`src/rtl/if_pkg.sv`:
```
// Shared types and defaults for the prefetching instruction-fetch stage.
package if_pkg;

    localparam int IF_ADDR_W = 32;
    localparam int IF_DATA_W = 32;

    localparam logic [31:0] DEF_RESET_PC   = 32'h0000_0000;
    localparam logic [31:0] DEF_EXC_VECTOR = 32'h8000_0080;

    // Byte distance between consecutive instructions.
    localparam int PC_INC = 4;

    // One fetched instruction together with the address it came from.
    typedef struct packed {
        logic [IF_ADDR_W-1:0] pc;
        logic [IF_DATA_W-1:0] inst;
    } fetch_entry_t;

endpackage

```
`src/rtl/if_prefetch_if.sv`:
```
// Instruction-memory request/response bus seen by the fetch stage.
interface if_prefetch_if
    import if_pkg::*;
#(
    parameter int ADDR_W = IF_ADDR_W,
    parameter int DATA_W = IF_DATA_W
);
    logic              imem_req;
    logic [ADDR_W-1:0] imem_addr;
    logic              imem_ack;
    logic              imem_rvalid;
    logic [DATA_W-1:0] imem_rdata;

    // Fetch-stage side: issues requests, consumes in-order responses.
    modport master (
        output imem_req, imem_addr,
        input  imem_ack, imem_rvalid, imem_rdata
    );

    // Memory side.
    modport slave (
        input  imem_req, imem_addr,
        output imem_ack, imem_rvalid, imem_rdata
    );
endinterface

```
`src/rtl/if_prefetch_fetch_queue.sv`:
```
// Small synchronous FIFO with optional flush; DEPTH must be a power of two.
module fetch_queue #(
    parameter int  DEPTH    = 4,
    parameter type T        = logic,
    parameter bit  FLUSH_EN = 1'b1
) (
    input  logic                   clk,
    input  logic                   rst_n,
    input  logic                   push,
    input  T                       push_data,
    input  logic                   pop,
    input  logic                   flush,
    output T                       head,
    output logic [$clog2(DEPTH):0] count,
    output logic                   full,
    output logic                   empty
);
    localparam int             AW       = $clog2(DEPTH);
    localparam logic [AW:0]    FULL_CNT = (AW+1)'(DEPTH);

    T                mem [DEPTH];
    logic [AW-1:0]   wr_ptr;
    logic [AW-1:0]   rd_ptr;
    logic            do_flush;
    logic            do_push;
    logic            do_pop;

    assign full     = (count == FULL_CNT);
    assign empty    = (count == '0);
    assign head     = mem[rd_ptr];
    assign do_flush = FLUSH_EN && flush;
    assign do_pop   = pop && !empty;
    // A push into a full queue is only taken when a pop frees the slot.
    assign do_push  = push && (!full || do_pop);

    // Pointer and occupancy bookkeeping; a flush empties the queue and wins over push/pop.
    // NOTE: sequential state uses non-blocking assignments so every register samples pre-edge values.
    always_ff @(posedge clk or negedge rst_n) begin
        if (!rst_n) begin
            wr_ptr <= '0;
            rd_ptr <= '0;
            count  <= '0;
        end else if (do_flush) begin
            wr_ptr <= '0;
            rd_ptr <= '0;
            count  <= '0;
        end else begin
            if (do_push) wr_ptr <= wr_ptr + 1'b1;
            if (do_pop)  rd_ptr <= rd_ptr + 1'b1;
            case ({do_push, do_pop})
                2'b10:   count <= count + 1'b1;
                2'b01:   count <= count - 1'b1;
                default: ;
            endcase
        end
    end

    // Entry storage.
    // NOTE: storage has no reset; the pointers and count alone decide which entries are meaningful.
    always_ff @(posedge clk) begin
        if (do_push && !do_flush) mem[wr_ptr] <= push_data;
    end

endmodule

```
`src/rtl/if_prefetch.sv`:
```
// Prefetching IF stage: keeps up to DEPTH instructions queued or in flight,
// decouples fetch from decode stalls and drops stale responses after redirects.
module if_prefetch
    import if_pkg::*;
#(
    parameter int                DEPTH      = 4,
    parameter int                ADDR_W     = IF_ADDR_W,
    parameter int                DATA_W     = IF_DATA_W,
    parameter logic [ADDR_W-1:0] RESET_PC   = ADDR_W'(DEF_RESET_PC),
    parameter logic [ADDR_W-1:0] EXC_VECTOR = ADDR_W'(DEF_EXC_VECTOR)
) (
    input  logic               clk,
    input  logic               rst_n,
    if_prefetch_if.master      imem,
    input  logic               br,
    input  logic [ADDR_W-1:0]  pc_branch,
    input  logic               except,
    input  logic               hold_if,
    output logic [ADDR_W-1:0]  pc_out,
    output logic [DATA_W-1:0]  inst_out,
    output logic               valid_out
);
    localparam int CW = $clog2(DEPTH) + 1;

    typedef struct packed {
        logic [ADDR_W-1:0] pc;
        logic [DATA_W-1:0] inst;
    } entry_t;

    logic [ADDR_W-1:0] fetch_pc;
    logic [ADDR_W-1:0] flight_pc;
    logic [CW-1:0]     count;
    logic [CW-1:0]     pend;
    logic [CW-1:0]     pend_next;
    logic [CW-1:0]     discard;
    logic [CW:0]       occupancy;
    entry_t            enq_entry;
    entry_t            head;
    logic              q_full, q_empty, f_full, f_empty;
    logic              accept, resp, drop, enq, pop_q, redirect;

    // Requests stop once queued plus outstanding instructions fill the queue.
    assign occupancy      = {1'b0, count} + {1'b0, pend};
    assign imem.imem_req  = (occupancy < (CW+1)'(DEPTH));
    assign imem.imem_addr = fetch_pc;

    assign accept    = imem.imem_req && imem.imem_ack;
    assign resp      = imem.imem_rvalid;
    assign drop      = resp && (discard != '0);
    assign enq       = resp && !drop;
    assign redirect  = except || br;
    assign pop_q     = !redirect && !hold_if && !q_empty;
    assign pend_next = pend + CW'(accept) - CW'(resp);
    assign enq_entry = '{pc: flight_pc, inst: imem.imem_rdata};

    // Fetched instructions awaiting decode; flushed on every redirect.
    fetch_queue #(.DEPTH(DEPTH), .T(entry_t), .FLUSH_EN(1'b1)) u_entry_q (
        .clk       (clk),
        .rst_n     (rst_n),
        .push      (enq),
        .push_data (enq_entry),
        .pop       (pop_q),
        .flush     (redirect),
        .head      (head),
        .count     (count),
        .full      (q_full),
        .empty     (q_empty)
    );

    // Addresses of outstanding requests; its occupancy is the pending count.
    // Never flushed, so each response still pairs with its own request PC.
    fetch_queue #(.DEPTH(DEPTH), .T(logic [ADDR_W-1:0]), .FLUSH_EN(1'b0)) u_flight_q (
        .clk       (clk),
        .rst_n     (rst_n),
        .push      (accept),
        .push_data (fetch_pc),
        .pop       (resp),
        .flush     (1'b0),
        .head      (flight_pc),
        .count     (pend),
        .full      (f_full),
        .empty     (f_empty)
    );

    // Fetch PC: exception beats branch, otherwise advance on each accepted request.
    always_ff @(posedge clk or negedge rst_n) begin
        if (!rst_n)        fetch_pc <= RESET_PC;
        else if (except)   fetch_pc <= EXC_VECTOR;
        else if (br)       fetch_pc <= pc_branch;
        else if (accept)   fetch_pc <= fetch_pc + ADDR_W'(PC_INC);
    end

    // Stale-response counter: on redirect every request still outstanding after
    // this edge (including one accepted now) belongs to the old stream.
    always_ff @(posedge clk or negedge rst_n) begin
        if (!rst_n)        discard <= '0;
        else if (redirect) discard <= pend_next;
        else if (drop)     discard <= discard - 1'b1;
    end

    // Output register to ID: bubble on redirect, frozen while decode stalls.
    always_ff @(posedge clk or negedge rst_n) begin
        if (!rst_n) begin
            pc_out    <= '0;
            inst_out  <= '0;
            valid_out <= 1'b0;
        end else if (redirect) begin
            valid_out <= 1'b0;
        end else if (!hold_if) begin
            if (!q_empty) begin
                pc_out    <= head.pc;
                inst_out  <= head.inst;
                valid_out <= 1'b1;
            end else begin
                valid_out <= 1'b0;
            end
        end
    end

    a_entry_no_overflow: assert property (@(posedge clk) disable iff (!rst_n)
        !(enq && q_full && !pop_q && !redirect));
    a_flight_no_overflow: assert property (@(posedge clk) disable iff (!rst_n)
        !(accept && f_full && !resp));
    a_no_orphan_response: assert property (@(posedge clk) disable iff (!rst_n)
        !(resp && f_empty));
    a_discard_bound: assert property (@(posedge clk) disable iff (!rst_n)
        discard <= pend);

endmodule

```
`src/flat_wrapper.sv`:
```
// flat-port wrapper written by rule: the top's interface ports become plain ports
module if_prefetch_flat import if_pkg::*;
#(
    parameter int                DEPTH      = 4,
    parameter int                ADDR_W     = IF_ADDR_W,
    parameter int                DATA_W     = IF_DATA_W,
    parameter logic [ADDR_W-1:0] RESET_PC   = ADDR_W'(DEF_RESET_PC),
    parameter logic [ADDR_W-1:0] EXC_VECTOR = ADDR_W'(DEF_EXC_VECTOR)
)
  (clk, rst_n, br, pc_branch, except, hold_if, pc_out, inst_out, valid_out, imem_imem_req, imem_imem_addr, imem_imem_ack, imem_imem_rvalid, imem_imem_rdata);
  if_prefetch_if #(.ADDR_W(ADDR_W), .DATA_W(DATA_W)) imem_i ();
  input  logic clk;
  input  logic rst_n;
  input  logic br;
  input  logic [ADDR_W-1:0] pc_branch;
  input  logic except;
  input  logic hold_if;
  output logic [ADDR_W-1:0] pc_out;
  output logic [DATA_W-1:0] inst_out;
  output logic valid_out;
  output wire logic [$bits(imem_i.imem_req)-1:0] imem_imem_req;
  output wire logic [$bits(imem_i.imem_addr)-1:0] imem_imem_addr;
  input wire logic [$bits(imem_i.imem_ack)-1:0] imem_imem_ack;
  input wire logic [$bits(imem_i.imem_rvalid)-1:0] imem_imem_rvalid;
  input wire logic [$bits(imem_i.imem_rdata)-1:0] imem_imem_rdata;
  assign imem_imem_req = imem_i.imem_req;
  assign imem_imem_addr = imem_i.imem_addr;
  assign imem_i.imem_ack = imem_imem_ack;
  assign imem_i.imem_rvalid = imem_imem_rvalid;
  assign imem_i.imem_rdata = imem_imem_rdata;
  if_prefetch #(.DEPTH(DEPTH), .ADDR_W(ADDR_W), .DATA_W(DATA_W), .RESET_PC(RESET_PC), .EXC_VECTOR(EXC_VECTOR)) u_core (.clk(clk), .rst_n(rst_n), .imem(imem_i), .br(br), .pc_branch(pc_branch), .except(except), .hold_if(hold_if), .pc_out(pc_out), .inst_out(inst_out), .valid_out(valid_out));
endmodule
```
`config.mk`:
```
export PLATFORM = sky130hd
export DESIGN_NAME = if_prefetch_flat
export DESIGN_NICKNAME = d
export VERILOG_FILES = /design/src/rtl/if_pkg.sv /design/src/rtl/if_prefetch_if.sv /design/src/rtl/if_prefetch_fetch_queue.sv /design/src/rtl/if_prefetch.sv /design/src/flat_wrapper.sv
export SDC_FILE = /design/constraint.sdc
export NUM_CORES = 1
export LEC_CHECK = 0
export BUFFER_PORTS_ARGS = -buffer_cell sky130_fd_sc_hd__clkbuf_2
export CAP_MARGIN = 40
export CELL_PAD_IN_SITES_DETAIL_PLACEMENT = 1
export CELL_PAD_IN_SITES_GLOBAL_PLACEMENT = 1
export CORE_MARGIN = 4
export CORE_UTILIZATION = 40
export CTS_BUF_LIST = sky130_fd_sc_hd__clkbuf_4 sky130_fd_sc_hd__clkbuf_8
export CTS_CLUSTER_SIZE = 10
export DETAILED_ROUTE_END_ITERATION = 10
export PLACE_DENSITY = 0.69
export SLEW_MARGIN = 10
export SYNTH_ARGS = -nofsm -noshare
export SYNTH_HDL_FRONTEND = slang
export SYNTH_HIERARCHICAL = 1
export SYNTH_SLANG_ARGS = --single-unit
```
`constraint.sdc`:
```
create_clock -name clk -period 15.22 [get_ports clk]
set_input_delay 3.044 -clock clk [delete_from_list [all_inputs] [get_ports clk]]
set_output_delay 3.044 -clock clk [all_outputs]
set_load 0.02 [all_outputs]
```
==> results of run 1 <==
-- flip-flops by register name, summed over array words and instances, names as in the netlist --
name	cells
u_core/discard	3
u_core/u_flight_q/rd_ptr	2
u_core/pc_out	32
u_core/inst_out	32
u_core/u_entry_q/rd_ptr	2
u_core/u_entry_q/wr_ptr	2
u_core/u_entry_q/count	3
u_core/u_flight_q/mem	128
u_core/u_flight_q/wr_ptr	2
u_core/u_entry_q/mem	256
u_core/u_flight_q/count	3
u_core/imem.imem_addr	32
u_core/valid_out	1
-- placed cells by master, fill, tap and decap left out, types with 6 or more instances in the layout --
cell type	n
a211oi_1	6
a21oi_1	18
buf_16	6
buf_4	13
clkbuf_2	167
clkbuf_4	30
clkbuf_8	92
clkinv_1	10
clkinv_2	10
dfrtp_1	110
edfxtp_1	384
ha_1	15
inv_1	19
mux2_2	67
mux4_2	96
nand2_1	35
nand2b_1	7
nand3_1	11
nand4_1	10
nor2_1	41
nor3_1	16
nor4_1	6
o21ai_0	17
or3_1	6
xnor2_1	17
-- critical path, delay by kind of cell --
kind	cells	cell delay [ns]
AO/OA/AOI/OAI	1	0.30
buffers and inverters	6	2.01
AND/OR/NAND/NOR	3	0.86
-- per-stage QoR --
step | instances | total power (W) | worst slack, ns
CTS | 1936 | 0.00343 | 9.16
finish | 1938 | 0.00338 | 9.17
global route | 1936 | 0.00354 | 8.87
global placement | 1775 | 0.00216 | 8.37
detailed placement | 1786 | 0.00221 | 8.49
floorplan | 1031 | 0.00202 | 5.15
-- area by class of cell --
type                            count  area share
Clock buffer                      122      0.0646
Tap cell                          615      0.0333
Multi-Input combinational cell    463       0.214
Sequential cell                   498       0.623
Antenna cell                        2    0.000217
Inverter                           19     0.00309
Timing Repair Buffer              191      0.0517
Clock inverter                     28      0.0104
-- path summary, 6_finish.rpt --
kind / startpoint / to / slack, ns
max: except / u_core/u_entry_q/mem[0][38] / 9.17
min: u_core/inst_out[22] / u_core/inst_out[22] / 0.50
max reg2reg: u_core/u_entry_q/count[2] / u_core/u_flight_q/mem[2][7] / 11.42
min reg2reg: u_core/inst_out[22] / u_core/inst_out[22] / 0.50
max in group asynchronous: rst_n / u_core/u_entry_q/rd_ptr[0] / 11.35
min in group asynchronous: rst_n / u_core/pc_out[28] / 2.48
-- report_power, final --
part | switching (W) | total [W] | internal, W | leakage, nW
combinational | 0.000279 | 0.000475 | 0.000197 | 2.51
sequential | 0.0000585 | 0.00170 | 0.00164 | 5.00
clock | 0.000524 | 0.00121 | 0.000684 | 0.923
total | 0.000861 | 0.00338 | 0.00252 | 8.43
-- layer usage --
layer  share of wire  track usage  vias to the layer above
li1                -            -                     4562
met1            0.43        0.225                     5322
met4           0.024       0.0536                        0
met2            0.49        0.272                      280
met5               0            0                        -
met3           0.047       0.0380                       72
==> metrics, run 1 <==
outcome completed; Die X approximately 230 um; pwr/cell area 146 mW/mm2; hold path depth 1; Yosys Warn Count 6; crit path launch type primary input; starting density of the core 0.408; maximum VDD drop around 0.000064 V; hold buffer count at CTS 0; GP Congestion 0.765; final setup fails 0; Crit-path slowest cell buf_4; Synth Cell Area 0.0196 mm2; syn nets around 1100; maxcap violations 0; Synth-to-Final Area Change 17.8%; relative slew slack 0.395; Rows 80; CP Class in -> reg; Routed Antenna Nets 0; Worst setup EP type flop; Max Freq between 150 and 200 MHz; Max clock buf depth 3; R2R depth 7; CTS tree done; Die Y-Extent roughly 230 um; unrepaired setup endpoints after global routing false; CP Max Fanout 48; TritonCTS Buffers 83; GRT overflow 0; Initial DRC Count roughly 640; most used cell, CP buf_4; WL per Instance ~22 um; skew final roughly 0.04 ns; fin crit period 6.05 ns; Buffers on Ports about 170; final hold vios 0; CP cell instances clkbuf_2 -> nor2_1 -> inv_1 -> buf_16 -> nor3_2 -> buf_4 -> o21ai_0 -> nor3b_2 -> buf_4 -> buf_4; routed wire length around 44000 um; Hold Crit Class reg -> reg; final core utilization 0.481; syn_area_per_cell roughly 19 um2; first-pass GRT wire length 67900 um; drt via density 5.28; cells after synthesis about 1000; Worst EP arrival roughly 6.3 ns; max-slew violations 0; Root Buffer clkbuf_8; H-tree depth 3; area of the multi-input gates slightly below 0.005 mm2; setup bufs post-CTS 0; Period Utilization, post-route 0.398; largest net degree at the start of global routing slightly below 60; hold slack between 0.5 and 0.6 ns; post-route cell area between 0.02 and 0.025 mm2; initial antenna violation count 0; HPWL Detailed around 28000 um; 1st-pass router iterations 4; setup TNS 0 ns; fillers about 4600; Net count, final 1345; number of global-route vias before repair 11300; Post-CTS Resized 0; Worst EP required between 15 and 20 ns; core box area ~0.048 mm2; Pleak around 8.4 nW; DRC Markers 0; worst skew pair latency 0.65 ns; Vias around 10000; DP Area about 0.021 mm2; FF+latch area around 0.014 mm2; delay of the slowest cell on the worst path between 0.6 and 0.7 ns; top-level I/O count between 150 and 200; layout cells sized above 1 0.391; worst slew pin tran between 0.9 and 1 ns; Sink Count roughly 500; Total GRT Usage 0.167; Clock transition at path regs ~0.050 ns; area of the die ~0.053 mm2
Power figures use the tool's default switching activity.
==> run 2, diff against run 1 <==
--- a/config.mk
+++ b/config.mk
@@ -5,6 +5,7 @@
 export SDC_FILE = /design/constraint.sdc
 export NUM_CORES = 1
 export LEC_CHECK = 0
+export ABC_AREA = 1
 export BUFFER_PORTS_ARGS = -buffer_cell sky130_fd_sc_hd__clkbuf_2
 export CAP_MARGIN = 40
 export CELL_PAD_IN_SITES_DETAIL_PLACEMENT = 1
@@ -14,7 +15,7 @@
 export CTS_BUF_LIST = sky130_fd_sc_hd__clkbuf_4 sky130_fd_sc_hd__clkbuf_8
 export CTS_CLUSTER_SIZE = 10
 export DETAILED_ROUTE_END_ITERATION = 10
-export PLACE_DENSITY = 0.69
+export PLACE_DENSITY = 0.73
 export SLEW_MARGIN = 10
 export SYNTH_ARGS = -nofsm -noshare
 export SYNTH_HDL_FRONTEND = slang
==> constraint.sdc (replaced) <==
create_clock -name clk -period 6.1 [get_ports clk]
set_input_delay 1.22 -clock clk [delete_from_list [all_inputs] [get_ports clk]]
set_output_delay 1.22 -clock clk [all_outputs]
set_load 0.02 [all_outputs]
==> metrics, run 2 <==
1st-pass router iterations 5; Die X ~230 um; Sink Count around 500; Synth-to-Final Area Change 16.1%; final critical-path setup slack around 2.7 ns; area of the multi-input gates roughly 0.005 mm2; maxcap violations 0; Total GRT Usage 0.190; TritonCTS Buffers 85; final setup fails 0; CP Max Fanout 67; CTS tree done; leading registers by flop count u_core/u_entry_q/mem: 256 flops, u_core/u_flight_q/mem: 128 flops; hold buffer count at CTS 0; Layout Cells excl Fill about 2600; GP Congestion ~0.80; max-slew violations 0; routed length on met2 25500 um; Max Freq a little under 300 MHz; final core utilization 0.471; area of the die around 0.055 mm2; maximum VDD drop ~0.00016 V; Clock transition at path regs around 0.060 ns; met1 wire length about 23000 um; H-tree depth 3; relative slew slack 0.396; Cells after DPL 2488; final hold vios 0; syn nets between 1500 and 2000; WL per Instance between 15 and 20 um; Buffers on Ports between 150 and 200; Net count, final roughly 2000; Placement Setup Slack between 2 and 2.5 ns; HPWL Detailed roughly 33000 um; DRC Markers 0; fillers around 5300; pwr/cell area between 400 and 500 mW/mm2; FF+latch area 0.0144 mm2; Root Buffer clkbuf_8; Initial DRC Count between 900 and 1000; most frequent cells in the layout 384 x edfxtp_1, 298 x nand2_1, 231 x nor2_1, 167 x clkbuf_2, 149 x o21ai_0; post-route cell area 0.0236 mm2; Worst setup EP type flop; starting density of the core 0.405; fin crit period between 3 and 4 ns; layout cells sized above 1 0.199; routed wire length about 52000 um; skew final between 0.02 and 0.03 ns; Vias about 14000; Synth Cell Area between 0.02 and 0.025 mm2; top-level I/O count between 150 and 200; Worst EP arrival between 3 and 4 ns; setup TNS 0 ns; Pleak 9.25 nW; Worst EP required 6.63 ns; worst skew pair latency 0.66 ns; initial antenna violation count 1; Largest register FFs ~260; number of global-route vias before repair 14600; crit path launch type primary input; drt via density ~5.2; DP Area 0.0218 mm2; CP Class in -> reg; unrepaired setup endpoints after global routing false; Die Y-Extent approximately 230 um; n_diodes 0; cells after synthesis 1712; routed length on met3 roughly 2400 um; syn_area_per_cell between 10 and 15 um2; largest register by flop count u_core/u_entry_q/mem; largest net degree at the start of global routing 89; GRT overflow 0; Yosys Warn Count 6; Rows 82; Max clock buf depth 3; setup bufs post-CTS 0; outcome completed; Hold Crit Class reg -> reg; worst slew pin tran 0.905 ns; uppermost layer routed met5; core box area 0.0502 mm2; Post-CTS Resized 0; commonest non-fill, non-tap cell in the layout edfxtp_1; Routed Antenna Nets 0; first-pass GRT wire length 80400 um; Period Utilization, post-route 0.552
run 2: path summary, 6_finish.rpt:
kind,start,to,slack [ns],cells after the start
min in group asynchronous,rst_n,u_core/inst_out[27],0.52,1
max in group asynchronous,rst_n,u_core/pc_out[9],4.25,3
worst min-delay path,u_core/pc_out[1],u_core/pc_out[1],0.47,2
worst max-delay path,br,u_core/u_entry_q/count[2],2.73,14
worst min register to register,u_core/pc_out[1],u_core/pc_out[1],0.47,2
worst max register to register,u_core/u_entry_q/count[2],u_core/u_flight_q/mem[2][27],2.99,7
run 2: worst max-delay path: stages:
cell	delay (ns)
clkbuf_2	0.08
inv_2	0.05
nand2_1	0.40
nor3_4	0.29
buf_4	0.68
nand3_1	0.33
inv_1	0.14
fa_1	0.19
xnor2_1	0.15
inv_1	0.06
nand2_1	0.07
nand2_1	0.06
nand3_1	0.09
nand2_1	0.06
run 2: metal layers:
metal  track usage  vias up
met3        0.0356       91
li1              -     6409
met2         0.318      331
met1         0.253     6964
met4        0.0572        2
met5             0        -
run 2: through the flow:
step           power (W)  hold slack [ns]
2_1_floorplan    0.00577            0.508
3_3_place_gp     0.00639            0.455
3_5_place_dp     0.00653            0.462
4_1_cts          0.00973            0.473
5_1_grt           0.0101            0.499
6_report         0.00961            0.469
run 2: power by group:
group          leakage, nW  internal [W]  switching, W
Sequential            4.93       0.00428      0.000286
Combinational         3.36      0.000527       0.00136
Clock                0.961       0.00180       0.00136
Total                 9.25       0.00661       0.00300
run 2: area by class of cell:
type | instances | share of cell area
Sequential cell | 498 | 0.609
Multi-Input combinational cell | 1033 | 0.214
Clock buffer | 124 | 0.0648
Timing Repair Buffer | 194 | 0.0489
Tap cell | 672 | 0.0356
Inverter | 91 | 0.0146
Clock inverter | 35 | 0.0124
